## config.mk

```make
export PLATFORM = sky130hd
export DESIGN_NAME = multimode_ff_bank_flat
export DESIGN_NICKNAME = d
export VERILOG_FILES = /design/src/rtl/multimode_ff_bank_if.sv /design/src/rtl/multimode_ff_bank.sv /design/src/flat_wrapper.sv
export SDC_FILE = /design/constraint.sdc
export NUM_CORES = 1
export LEC_CHECK = 0
export ABC_AREA = 1
export ABC_CLOCK_PERIOD_IN_PS = 900
export CAP_MARGIN = 10
export CORE_AREA = 2 2 39 41
export CTS_CLUSTER_DIAMETER = 100
export CTS_CLUSTER_SIZE = 16
export DETAILED_ROUTE_END_ITERATION = 7
export DIE_AREA = 0 0 41 43
export DONT_BUFFER_PORTS = 1
export PLACE_DENSITY = 0.63
export SLEW_MARGIN = 20
export SYNTH_ARGS = -nofsm -noshare
export SYNTH_HDL_FRONTEND = slang
export SYNTH_SLANG_ARGS = --single-unit
```

## constraint.sdc

```tcl
create_clock -name clk -period 0.9 [get_ports clk]
set_input_delay 0.045 -clock clk [delete_from_list [all_inputs] [get_ports clk]]
set_output_delay 0.045 -clock clk [all_outputs]
set_load 0.005 [all_outputs]
```

## src/rtl/multimode_ff_bank_if.sv

```systemverilog
// Control/data bundle for multimode_ff_bank.
// master drives en/mode/a/b/err_clr; slave returns state.
interface multimode_ff_bank_if #(
  parameter int WIDTH = 4,
  parameter int CNT_W = 8
);
  logic             en;
  logic [1:0]       mode;
  logic [WIDTH-1:0] a;
  logic [WIDTH-1:0] b;
  logic             err_clr;
  logic [WIDTH-1:0] q;
  logic [WIDTH-1:0] qn;
  logic             sr_err;
  logic [CNT_W-1:0] chg_cnt;

  modport master (
    output en, mode, a, b, err_clr,
    input  q, qn, sr_err, chg_cnt
  );

  modport slave (
    input  en, mode, a, b, err_clr,
    output q, qn, sr_err, chg_cnt
  );
endinterface

```

## src/rtl/multimode_ff_bank.sv

```systemverilog
// Vector of D/T/JK/SR flip-flops with a shared per-cycle mode.
// Optional saturating change counter: define MMFF_CHG_CNT_EN.
module multimode_ff_bank #(
  parameter int               WIDTH     = 4,
  parameter logic [WIDTH-1:0] RESET_VAL = '0,
  parameter int               CNT_W     = 8
) (
  input logic clk,
  input logic reset,
  multimode_ff_bank_if.slave bus
);
  localparam logic [1:0] MODE_D  = 2'b00;
  localparam logic [1:0] MODE_T  = 2'b01;
  localparam logic [1:0] MODE_JK = 2'b10;
  localparam logic [1:0] MODE_SR = 2'b11;

  logic [WIDTH-1:0] q;
  logic [WIDTH-1:0] q_n;
  logic             err;
  logic             sr_bad;

  // S=R=1 bits fall into the hold term, so they keep q
  always_comb begin
    q_n = q;
    unique case (bus.mode)
      MODE_D:  q_n = bus.a;
      MODE_T:  q_n = q ^ bus.a;
      MODE_JK: q_n = (bus.a & ~q)
                   | (~bus.b & q);
      MODE_SR: q_n = (bus.a & ~bus.b)
                   | (q & ~(bus.a ^ bus.b));
      default: q_n = q;
    endcase
  end

  assign sr_bad = bus.en
                & (bus.mode == MODE_SR)
                & (|(bus.a & bus.b));

  always_ff @(posedge clk) begin
    if (reset) begin
      q <= RESET_VAL;
    end else if (bus.en) begin
      q <= q_n;
    end
  end

  // set beats clear when both occur on one edge
  always_ff @(posedge clk) begin
    if (reset) begin
      err <= 1'b0;
    end else if (sr_bad) begin
      err <= 1'b1;
    end else if (bus.err_clr) begin
      err <= 1'b0;
    end
  end

`ifdef MMFF_CHG_CNT_EN
  logic [CNT_W-1:0] cnt;

  always_ff @(posedge clk) begin
    if (reset) begin
      cnt <= '0;
    end else if (bus.en && (q_n != q)
                 && (cnt != {CNT_W{1'b1}})) begin
      cnt <= cnt + 1'b1;
    end
  end

  assign bus.chg_cnt = cnt;
`else
  assign bus.chg_cnt = '0;
`endif

  assign bus.q      = q;
  assign bus.qn     = ~q;
  assign bus.sr_err = err;
endmodule

```

## src/flat_wrapper.sv

```systemverilog
// flat-port wrapper written by rule: the top's interface ports become plain ports
module multimode_ff_bank_flat 
#(
  parameter int               WIDTH     = 4,
  parameter logic [WIDTH-1:0] RESET_VAL = '0,
  parameter int               CNT_W     = 8
)
  (clk, reset, bus_en, bus_mode, bus_a, bus_b, bus_err_clr, bus_q, bus_qn, bus_sr_err, bus_chg_cnt);
  multimode_ff_bank_if #(.WIDTH(WIDTH), .CNT_W(CNT_W)) bus_i ();
  input logic clk;
  input logic reset;
  input wire logic [$bits(bus_i.en)-1:0] bus_en;
  input wire logic [$bits(bus_i.mode)-1:0] bus_mode;
  input wire logic [$bits(bus_i.a)-1:0] bus_a;
  input wire logic [$bits(bus_i.b)-1:0] bus_b;
  input wire logic [$bits(bus_i.err_clr)-1:0] bus_err_clr;
  output wire logic [$bits(bus_i.q)-1:0] bus_q;
  output wire logic [$bits(bus_i.qn)-1:0] bus_qn;
  output wire logic [$bits(bus_i.sr_err)-1:0] bus_sr_err;
  output wire logic [$bits(bus_i.chg_cnt)-1:0] bus_chg_cnt;
  assign bus_i.en = bus_en;
  assign bus_i.mode = bus_mode;
  assign bus_i.a = bus_a;
  assign bus_i.b = bus_b;
  assign bus_i.err_clr = bus_err_clr;
  assign bus_q = bus_i.q;
  assign bus_qn = bus_i.qn;
  assign bus_sr_err = bus_i.sr_err;
  assign bus_chg_cnt = bus_i.chg_cnt;
  multimode_ff_bank #(.WIDTH(WIDTH), .RESET_VAL(RESET_VAL), .CNT_W(CNT_W)) u_core (.clk(clk), .reset(reset), .bus(bus_i));
endmodule
```

======== Yosys cells after proc, flatten, opt, wreduce, memory -nomap -nowiden ========
Index checks and enable logic that the tools add are counted.
word-level totals
  output and inout port bits .............. 17
  input bits .............................. 14
  logic and storage cells ................. 25
  register bits after elaboration ......... 5
operators by class
  equal/unequal tests ..................... 3
  muxes and demuxes ....................... 3
  bitwise logic cells ..................... 14
  reduce and logical (&&, ||, !) cells .... 3
operator list
  kind                                                             count
  4-bit bitwise AND                                                5
  4-bit case mux with 4 select lines                               1
  4-bit NOT                                                        3
  4-bit bitwise OR                                                 2
  4-bit bitwise XOR                                                2
  2-bit == test, second input constant                             2
  4-bit OR reduction                                               1
  1-bit bitwise AND                                                2
  2-bit by 1-bit == test with 1-bit output, second input constant  1
  2-bit logical NOT                                                1
  1-bit two-way mux                                                2
  2-bit nonzero test                                               1

======== Longest topological paths before layout ========
  depth in word-level cells ............... 5
  depth in mapped cells ................... 8
  depth with buffers taken out ............ 8

======== Least setup slack after synthesis ========
No wires, ideal clock.
  path kind ............................... register -> register
  start ................................... register u_core.q[2], in the netlist u_core.bus.q[2]
  end ..................................... register u_core.q[2], in the netlist u_core.bus.q[2]
  cell stages (with the launch flop) ...... 6
  path buffers ............................ 0
  data required time ...................... 783 ps
  slack ................................... 70 ps
  arrival time ............................ 712 ps
  setup time .............................. 117 ps
  clock period less this slack ............ 830 ps
  cell sequence ........................... dfxtp_1 > inv_1 > nor2_1 > nor2_1 > nor2_1 > a21oi_1
on the way
  cells in the longest elaborated chain, start to end .. 4
  elaborated cells between the ends (all ways) .. 8
  classes of those cells .................. mux: 1; bitwise: 7
ends and longest elaborated chain
  element                             RTL line                 text
  from (decl)                         multimode_ff_bank.sv:17  logic [WIDTH-1:0] q;
  from (signal assigned)              multimode_ff_bank.sv:44  q <= q_n;
  4-bit NOT                           n/a
  named net bus_qn[2]                 flat_wrapper.sv:18       output wire logic [$bits(bus_i.qn)-1:0] bus_qn;
  4-bit bitwise AND                   multimode_ff_bank.sv:28  MODE_JK: q_n = (bus.a & ~q)
  4-bit bitwise OR                    multimode_ff_bank.sv:29  | (~bus.b & q);
  4-bit case mux with 4 select lines  multimode_ff_bank.sv:25  unique case (bus.mode)
The timed path passes the listed nets, and every way through them passes these cells.
A chain may end at the register's enable or synchronous reset.

======== Final worst setup path ========
  start ................................... register u_core.q[1], in the netlist u_core.bus.q[1]
  end ..................................... register u_core.q[1], in the netlist u_core.bus.q[1]
on the way
  cells in the longest elaborated chain, start to end .. 4
  elaborated cells between the ends (all ways) .. 8
  classes of those cells .................. mux: 1; bitwise: 7
ends and longest elaborated chain
  element                                 RTL line
  4-bit NOT                               multimode_ff_bank.sv:28
  4-bit bitwise AND                       multimode_ff_bank.sv:28
  4-bit bitwise OR                        multimode_ff_bank.sv:29
  4-bit case mux with 4 select lines (*)  multimode_ff_bank.sv:25
Mark *: on every way between the ends. The rest lies on a longest branch, timed or not.

==> metrics.md <==
| Metric | Value |
|---|---|
| Yosys warnings | `0` |
| Max Cap Viol | `0` |
| Mapped Cells | `105` |
| Worst-Skew Late Latency | `approximately 0.24 ns` |
| Number of I/O pins | `31` |
| Max Clk Rate | `1.21 GHz` |
| Status | `finished, violations left` |
| Worst-path cell chain | `o21ai_2 > inv_1 > nand2_1 > inv_1 > nor2_1 > nor2_1` |
| Final antenna-violating net count | `0` |
| Initial antenna violation count | `0` |
| HP Class | `input pin to flip-flop` |
| Worst Clk Skew | `0 ns` |
| Die area | `1760 sq um` |
| CTS tree | `yes` |
| Critical Path Sink Type | `flip-flop` |
| CP Max Fanout | `3` |
| Hold path cells | `1` |
| Synth Cell Area | `roughly 660 sq um` |
| Vias per cell | `4.65` |
| CP max-delay cell | `dfxtp_4` |
| Setup_tns | `0 ns` |
| Iter 0 DRT Violations | `4` |
| Clock Path Buffers | `2` |
| DR WL/cell | `9.59 um` |
| Sw Share | `0.297` |
| CP Class | `flip-flop to flip-flop` |
| Failing checks | `negative hold slack` |
| Worst R2R Setup Slack | `0.07 ns` |
| Initial core utilization | `0.480` |
| Clock sink total | `5` |
| Max Transition Viols Final | `0` |
| Crit-path max cell delay | `0.35 ns` |
| Clk root buf | `clkbuf_4` |
| Inserted Clock Buffers | `3` |
| Core outline area | `~1400 sq um` |
| Hold WS | `-0.144 ns` |
| Sequential share of power | `0.351` |
| Synth-to-layout area growth | `8.29%` |
| Total area of multi-input combinational cells | `433 sq um` |
| Die width | `41 um` |
| Number of synthesized flops with an enable pin | `0` |
| Die height | `43 um` |
| Arrival time worst endpoint | `0.96 ns` |
| Hpwl dp | `1040 um` |
| # setup viols final | `0` |
| Vias in the first global route | `525` |
| R2R Path Start | `u_core.bus.q[1]` |
| Stages on the worst setup path | `6` |
| Pwr Density | `990 nW/um^2` |
| Peak supply drop | `0.000802 V` |
| Ys flop type | `dfxtp_1` |
| Hold_sp | `reset` |
| FF+latch count, synth | `5` |
| GP Congestion | `0.782` |
| Port Buf Inserts | `0` |
| Total gr overflow | `0` |
| Drt drc | `0` |
| CP top delay family | `flip-flops` |
| DR vias | `~600` |
| N_diodes | `0` |
| Router iterations before antenna repair | `3` |
| Largest net degree at the start of global routing | `11` |
| Internal power | `0.501 mW` |
| Critical Path Start Type | `flip-flop` |
| Hold Crit Endpoint | `u_core.bus.q[1]` |
| Synth Area per Inst | `6.33 sq um` |
| Worst r2r path cells | `6` |
| Clock power frac | `0.365` |
| Final Hold Viols | `5` |
| Buf/Inv on CP | `2` |
| Routed WL | `1220 um` |
| RR Endpoint | `u_core.bus.q[1]` |
| Power share of the combinational group | `0.284` |
| Final cycle utilization of the critical path | `0.918` |
| Leakage | `between 0.3 and 0.4 nW` |
| Final min period | `~0.83 ns` |
| NetSw | `0.212 mW` |
| Area occupied by registers | `104 sq um` |
| Async set-reset flop share out of synthesis | `0` |
| # fillers | `158` |
| Distinct cell type count after synthesis | `19` |
| Seq/Total Area, Yosys | `0.151` |
| First-pass GRT wire length | `1930 um` |
| All-layer global routing usage | `0.161` |
| Clock transition at path regs | `approximately 0.040 ns` |
| Share of cells above drive strength 1 | `0.234` |
| Worst EP required | `1.03 ns` |
| NumNets Final | `134` |
| CTS HTree Levels | `1` |
| FP Rows | `14` |
-- area by class of cell --
class | instances | share of cell area
well taps | 16 | 0.0278
repair buffers | 6 | 0.0626
multi-input cells | 74 | 0.602
clock buffers | 4 | 0.0365
inverters | 22 | 0.127
flip-flops and latches | 5 | 0.144
-- through the flow --
stage          setup slack [ns]  power [mW]  area (sq um)  utilization  std cells
2_1_floorplan            0.0702       0.449           691            -        112
4_1_cts                 0.00769       0.719           692        0.500        127
6_report                 0.0741       0.712           719        0.520        127
5_1_grt                -0.00788       0.786           719        0.520        127
3_3_place_gp             0.0575       0.441           666        0.481        123
3_5_place_dp             0.0183       0.447           666        0.481        123
-- repair_timing --
item,4_1_cts,5_1_grt
setup endpoints to repair,0,4
gates resized for setup,0,12
setup buffers,0,0
endpoints found under the hold margin,5,5
-- state kept, by name, indices dropped and copies added, names as in the netlist --
| name | cells |
|---|---|
| u_core.bus.q | 4 |
| u_core.bus.sr_err | 1 |
-- cell usage after synthesis, types with 2 or more instances --
| library cell | number | area share |
|---|---|---|
| nand3_1 | 11 | 0.083 |
| nor2_1 | 16 | 0.090 |
| nand2_1 | 16 | 0.090 |
| dfxtp_1 | 5 | 0.15 |
| o22ai_1 | 3 | 0.028 |
| nor2_4 | 2 | 0.034 |
| inv_1 | 19 | 0.11 |
| buf_4 | 9 | 0.10 |
| inv_4 | 2 | 0.019 |
| buf_6 | 2 | 0.034 |
| a21oi_1 | 5 | 0.038 |
| ha_1 | 8 | 0.15 |
-- how the worst max path moves through the flow --
stage	to	from
after global placement	u_core.bus.q[1]	u_core.bus.q[1]
final	u_core.bus.q[1]	u_core.bus.q[1]
after CTS	u_core.bus.q[1]	u_core.bus.q[1]
after detailed placement	u_core.bus.q[1]	u_core.bus.q[1]
after global routing	u_core.bus.q[1]	u_core.bus.q[1]
after floorplan	u_core.bus.q[2]	u_core.bus.q[2]
-- layer usage --
| layer | global-route usage | vias up | part of all wire |
|---|---|---|---|
| met3 | 0.0681 | 0 | 0.068 |
| li1 | - | 316 | - |
| met2 | 0.256 | 20 | 0.51 |
| met5 | 0 | - | 0 |
| met4 | 0.0600 | 0 | 0 |
| met1 | 0.180 | 255 | 0.42 |
-- power by group through the flow --
stage | clock network (mW) | registers [mW] | logic, mW
after global routing | 0.296 | 0.253 | 0.237
after CTS | 0.275 | 0.247 | 0.197
after detailed placement | 0 | 0.251 | 0.196
after floorplan | 0 | 0.252 | 0.197
after global placement | 0 | 0.251 | 0.190
final | 0.260 | 0.250 | 0.202
-- cell usage in the layout (no fill, tap or decap) --
cell,instances
nor2_1,11
o21ai_2,1
nor2_4,3
ha_1,8
dfxtp_1,4
dfxtp_4,1
a21oi_1,5
clkbuf_4,3
nand2_1,16
nand3_2,1
inv_1,17
inv_2,1
nand3b_1,1
nor2_2,5
clkbuf_1,1
o22ai_1,3
inv_4,3
clkinv_2,1
conb_1,8
nand2_4,1
buf_4,6
nand3_1,11
-- cell families (layout without fill, tap and decap cells) --
group | after synthesis | in the layout | share of synthesized area
and+or+nand+nor | 49 | 49 | 0.350
buffers and inverters | 33 | 32 | 0.269
other | 1 | 8 | 0.00564
DFF | 5 | 5 | 0.151
adders and majority gates | 8 | 8 | 0.151
AOI/OAI and AO/OA | 9 | 9 | 0.0734
Note: power is estimated with default switching activity, not from simulation.
